===== config.mk =====
export PLATFORM = sky130hd
export DESIGN_NAME = queue_drain_scheduler
export DESIGN_NICKNAME = d
export VERILOG_FILES = /design/src/rtl/queue_drain_scheduler.sv
export SDC_FILE = /design/constraint.sdc
export NUM_CORES = 1
export LEC_CHECK = 0
export CELL_PAD_IN_SITES_DETAIL_PLACEMENT = 2
export CELL_PAD_IN_SITES_GLOBAL_PLACEMENT = 2
export CORE_AREA = 2 2 169 138
export CTS_CLUSTER_SIZE = 10
export DETAILED_ROUTE_END_ITERATION = 8
export DIE_AREA = 0 0 171 140
export GPL_TIMING_DRIVEN = 0
export PLACE_DENSITY_LB_ADDON = 0.3
export SETUP_SLACK_MARGIN = 0.3
export SLEW_MARGIN = 10
export SYNTH_ARGS = -nofsm -noshare
export SYNTH_HDL_FRONTEND = slang
export SYNTH_SLANG_ARGS = --single-unit

===== constraint.sdc =====
create_clock -name clock -period 5.8 [get_ports clock]
set_input_delay 1.16 -clock clock [delete_from_list [all_inputs] [get_ports clock]]
set_output_delay 1.16 -clock clock [all_outputs]
set_load 0.02 [all_outputs]

===== src/rtl/queue_drain_scheduler.sv =====
// Shares one queue among NUM_REQ producers (round-robin writes) and drains it downstream in bursts.
// Latency: write accept is combinational; first drained word is valid 2 cycles after the trigger.
// Backpressure: producers stall when the queue is full; drain holds in PRESENT while out_ready is low.
module queue_drain_scheduler #(
    parameter int NUM_REQ       = 4,
    parameter int DATA_SIZE     = 32,
    parameter int QUEUE_LENGTH  = 4,
    parameter int REGISTER_SIZE = 32,
    parameter int MAX_BURST     = 4
) (
    input  logic                           clock,
    input  logic                           reset,
    input  logic [REGISTER_SIZE-1:0]       cfg_threshold,
    input  logic [REGISTER_SIZE-1:0]       cfg_timeout,
    input  logic                           flush,
    input  logic [NUM_REQ-1:0]             req_valid,
    input  logic [NUM_REQ*DATA_SIZE-1:0]   req_data,
    output logic [NUM_REQ-1:0]             req_ready,
    output logic [DATA_SIZE-1:0]           q_value_in,
    output logic                           q_value_in_valid,
    output logic                           q_consumed,
    input  logic [DATA_SIZE-1:0]           q_value_out,
    input  logic                           q_empty,
    input  logic [$clog2(QUEUE_LENGTH):0]  q_counter,
    output logic                           out_valid,
    output logic [DATA_SIZE-1:0]           out_data,
    output logic                           out_last,
    input  logic                           out_ready,
    output logic                           busy
);
    localparam int CNT_W = $clog2(QUEUE_LENGTH) + 1;
    localparam int PTR_W = $clog2(NUM_REQ);
    localparam int REM_W = $clog2(MAX_BURST) + 1;

    typedef enum logic [1:0] {IDLE, FETCH, PRESENT} state_t;

    state_t                   state, state_nxt;
    logic [PTR_W-1:0]         rr_ptr, winner, rr_nxt, idx;
    logic [REGISTER_SIZE-1:0] age, thr_eff;
    logic [REM_W-1:0]         remaining, rem_nxt, burst_len;
    logic                     flush_pending;
    logic                     any_req, space, accept;
    logic                     thr_hit, tmo_hit, trigger;

    // Scan downward so the closest valid port at or after rr_ptr wins last.
    always_comb begin
        any_req = 1'b0;
        winner  = '0;
        idx     = '0;
        for (int k = NUM_REQ - 1; k >= 0; k--) begin
            idx = PTR_W'((int'(rr_ptr) + k) % NUM_REQ);
            if (req_valid[idx]) begin
                any_req = 1'b1;
                winner  = idx;
            end
        end
    end

    // Full means no write, even if a pop happens this cycle.
    assign space  = (q_counter < CNT_W'(QUEUE_LENGTH));
    assign accept = reset && space && any_req;
    assign rr_nxt = (winner == PTR_W'(NUM_REQ - 1)) ? '0 : winner + 1'b1;

    assign req_ready        = accept ? (NUM_REQ'(1) << winner) : '0;
    assign q_value_in_valid = accept;
    assign q_value_in       = accept ? req_data[winner*DATA_SIZE +: DATA_SIZE] : '0;

    assign thr_eff = (cfg_threshold == '0) ? REGISTER_SIZE'(1) : cfg_threshold;
    assign thr_hit = (REGISTER_SIZE'(q_counter) >= thr_eff);
    assign tmo_hit = (cfg_timeout != '0) && (age >= cfg_timeout);
    assign trigger = (state == IDLE) && !q_empty && (thr_hit || flush_pending || tmo_hit);

    assign burst_len = (int'(q_counter) >= MAX_BURST) ? REM_W'(MAX_BURST) : REM_W'(q_counter);

    assign busy = (state != IDLE) || flush_pending;

    always_comb begin
        state_nxt  = state;
        rem_nxt    = remaining;
        out_valid  = 1'b0;
        out_data   = '0;
        out_last   = 1'b0;
        q_consumed = 1'b0;
        case (state)
            IDLE: begin
                if (trigger) begin
                    rem_nxt   = burst_len;
                    state_nxt = FETCH;
                end
            end
            FETCH: state_nxt = PRESENT;
            PRESENT: begin
                out_valid = 1'b1;
                out_data  = q_value_out;
                out_last  = (remaining == REM_W'(1));
                if (out_ready) begin
                    q_consumed = 1'b1;
                    if (remaining == REM_W'(1)) begin
                        state_nxt = IDLE;
                    end else begin
                        rem_nxt   = remaining - 1'b1;
                        state_nxt = FETCH;
                    end
                end
            end
            default: state_nxt = IDLE;
        endcase
    end

    always_ff @(posedge clock or negedge reset) begin
        if (!reset) begin
            state         <= IDLE;
            remaining     <= '0;
            rr_ptr        <= '0;
            age           <= '0;
            flush_pending <= 1'b0;
        end else begin
            state     <= state_nxt;
            remaining <= rem_nxt;
            if (accept) begin
                rr_ptr <= rr_nxt;
            end
            if (trigger || q_empty) begin
                age <= '0;
            end else if ((state == IDLE) && (age != '1)) begin
                age <= age + 1'b1;
            end
            if (flush) begin
                flush_pending <= 1'b1;
            end else if ((state == IDLE) && q_empty) begin
                flush_pending <= 1'b0;
            end
        end
    end
endmodule


==> flow_summary.yaml <==
power:
  leakage_nw: 3.34
  ir_drop_uv: 85.1
  p_per_area_mw_per_mm2: 213
  power_mw: 1.76
clock_tree:
  path_clk_slew_ps: 60
  cts_max_level: 2
  cts_buffers: 5
  cts_tree: "built"
  clock-sinks: 40
  cts.path.max_buffers: 2
  clk_latency_ps: 290
  root_buffer: "clkbuf_16"
setup_path:
  startpoint: "req_valid[3]"
  critPathRequiredTime_ps: 4640
  path_class: "in -> out"
  worstPathMaxFanout: 10
  start_kind: "input pin"
  arrival_ps: 4140
  endpoint_kind: "output port"
  reg2reg_from: "age[31]"
finish:
  area_delta_synth_final_pct: 78.5
  layout_common_cells: "clkdlybuf4s50_1 (306), and2_1 (72), inv_1 (48)"
  multiInputGateArea_mm2: 0.00329
  final_common_cell: "clkdlybuf4s50_1"
  register_area_mm2: 0.00100
  nets: 1093
  drive_above_1_share_pct: 9.07
  fill_cells: 2457
sta:
  hold_ws_ps: 493
  drv_slew: 0
  setup_viol: 0
  fmax_mhz: 189
  timing.final.hold_violations: 0
  timing.final.ws_setup_ps: 498
  min_period_ps: 5300
  tightestPinTransition_ps: 1020
  fin_crit_sh_pct: 91.4
  fin_skew_ps: 7.59
  rsz0062_at_grt: "no"
  max_slew_margin_pct: 31.3
synth:
  synth_xor_area_share_pct: 5.88
  synth_nets: 778
  synth_mux_area_share_pct: 16.1
  synth_top_family_by_area: "simple AND/OR/NAND/NOR gates"
  synth-seq-area-share_pct: 21.7
  netlist_instances: 500
  synth_warnings: 0
  avgSynthCellArea_um2: 9.23
  synthSimpleGateAreaFrac_pct: 29.3
  ys_ff_latch: 40
  synth_compound_area_share_pct: 8.54
  yosys.area_share.adder_pct: 11.4
  synth_edf_count: 0
  synth-main-ff-cell: "dfrtp_1"
  synth_cell_types: 51
  async_flop_share_pct: 100
  synth_area_mm2: 0.00461
run:
  max-cap-violations: 0
routing:
  drt-pass1-iter-count: 4
  avgViaCountPerCell: 4.67
  vias: 5259
  wl_per_cell_um: 21.6
  drc: 0
  routed_wl_mm: 24.3
  postRouteAntennaNets: 0
  dr.first_iter.drc_count: 195
placement:
  hpwl_mm: 21.3
  gp_congestion: 0.943
  port_buffers: 307
  dp_slack_ps: 444
global_routing:
  grt_max_degree: 26
  grt_pass1_vias: 5815
  antenna_found_initial: 3
  track_usage_pct: 19.7
  overflow: 0
  grt_pass1_wl_mm: 35.8
hold_path:
  worstHoldStart: "remaining[1]"
  hold_class: "reg -> reg"
floorplanning:
  rows: 49
  dieHeight_um: 140
  fp.dieW_um: 171
  core_mm2: 0.0222
  io_pins: 309
  die_area_mm2: 0.0239
  start_util_pct: 20.8
run_status:
  outcome: "finished clean"
Yosys cell counts (all sizes together) (12+ instances only):
| cell | number | area share, % |
|---|---|---|
| nor2 | 20 | 1.7 |
| nor3 | 39 | 5.3 |
| a21oi | 17 | 2.1 |
| inv | 48 | 3.9 |
| o21ai | 12 | 1.3 |
| and2 | 72 | 9.8 |
| nand2 | 17 | 1.4 |
| mux4 | 32 | 16 |
| dfrtp | 40 | 22 |
| xnor2 | 14 | 2.7 |
| clkbuf | 14 | 1.1 |
| ha | 42 | 11 |
| nand4 | 19 | 3.0 |
| nor4 | 18 | 2.4 |
| xor2 | 17 | 3.2 |
| nand3 | 19 | 2.1 |
area by class of cell:
type / count / share of cell area [%]
inverters: 48 / 2.19
diodes: 3 / 0.0911
multi-input cells: 388 / 39.9
clock inverters: 3 / 0.228
clock buffers: 5 / 1.52
well taps: 306 / 4.65
flip-flops and latches: 40 / 12.2
repair buffers: 308 / 37.5
plain buffers: 24 / 1.81
power by group:
part / total [mW] / internal, mW / switching [mW]
logic: 1.14 / 0.600 / 0.540
registers: 0.342 / 0.309 / 0.0330
clock network: 0.277 / 0.159 / 0.118
logic make-up after synthesis:
group	count (synthesis)
flops	40
fa+ha+maj	42
simple gates	228
compound gates	53
xor+xnor	31
buf+inv	72
mux	34
sequential cells by signal (all words and copies together), names as in the netlist:
name	flops
flush_pending	1
rr_ptr	2
state	2
age	32
remaining	3
worst paths after layout:
| check | end | slack, ps | cells past startpoint |
|---|---|---|---|
| max | q_value_in[9] | 500 | 8 |
| min | remaining[1] | 490 | 1 |
| max reg2reg | age[15] | 2820 | 9 |
| min reg2reg | remaining[1] | 490 | 1 |
| max in group asynchronous | age[15] | 4510 | 2 |
| min in group asynchronous | age[30] | 810 | 1 |
stage by stage:
stage | TNS [ps] | util [%] | cells | instance area (um^2)
floorplan | 0 | - | 500 | 4610
global placement | -11040 | 36.4 | 1113 | 8070
detailed placement | 0 | 36.4 | 1114 | 8090
CTS | 0 | 37.1 | 1122 | 8230
global route | 0 | 37.1 | 1124 | 8240
finish | 0 | 37.1 | 1125 | 8240
routing by layer:
metal / wire length, um / GRT usage, % / part of all wire, %
met5: 13 / 0 / 0.054
met2: 13000 / 36.8 / 54
met4: 333 / 4.10 / 1.4
met1: 9660 / 23.3 / 40
met3: 1250 / 3.87 / 5.1
timing repair:
action                                 in CTS  in global routing
endpoints found under the hold margin       0                  0
hold buffers                                0                  0
setup buffers                               0                  0
resized for setup                           0                  2
setup endpoints to repair                   0                  1
critical path, stage by stage:
cell             delay (ps)
clkdlybuf4s50_1         540
nand2_1                  70
and3_1                  190
a311oi_4                640
buf_6                   280
mux4_2                  520
and2_1                  180
clkdlybuf4s50_1         560
Power figures use the tool's default switching activity.
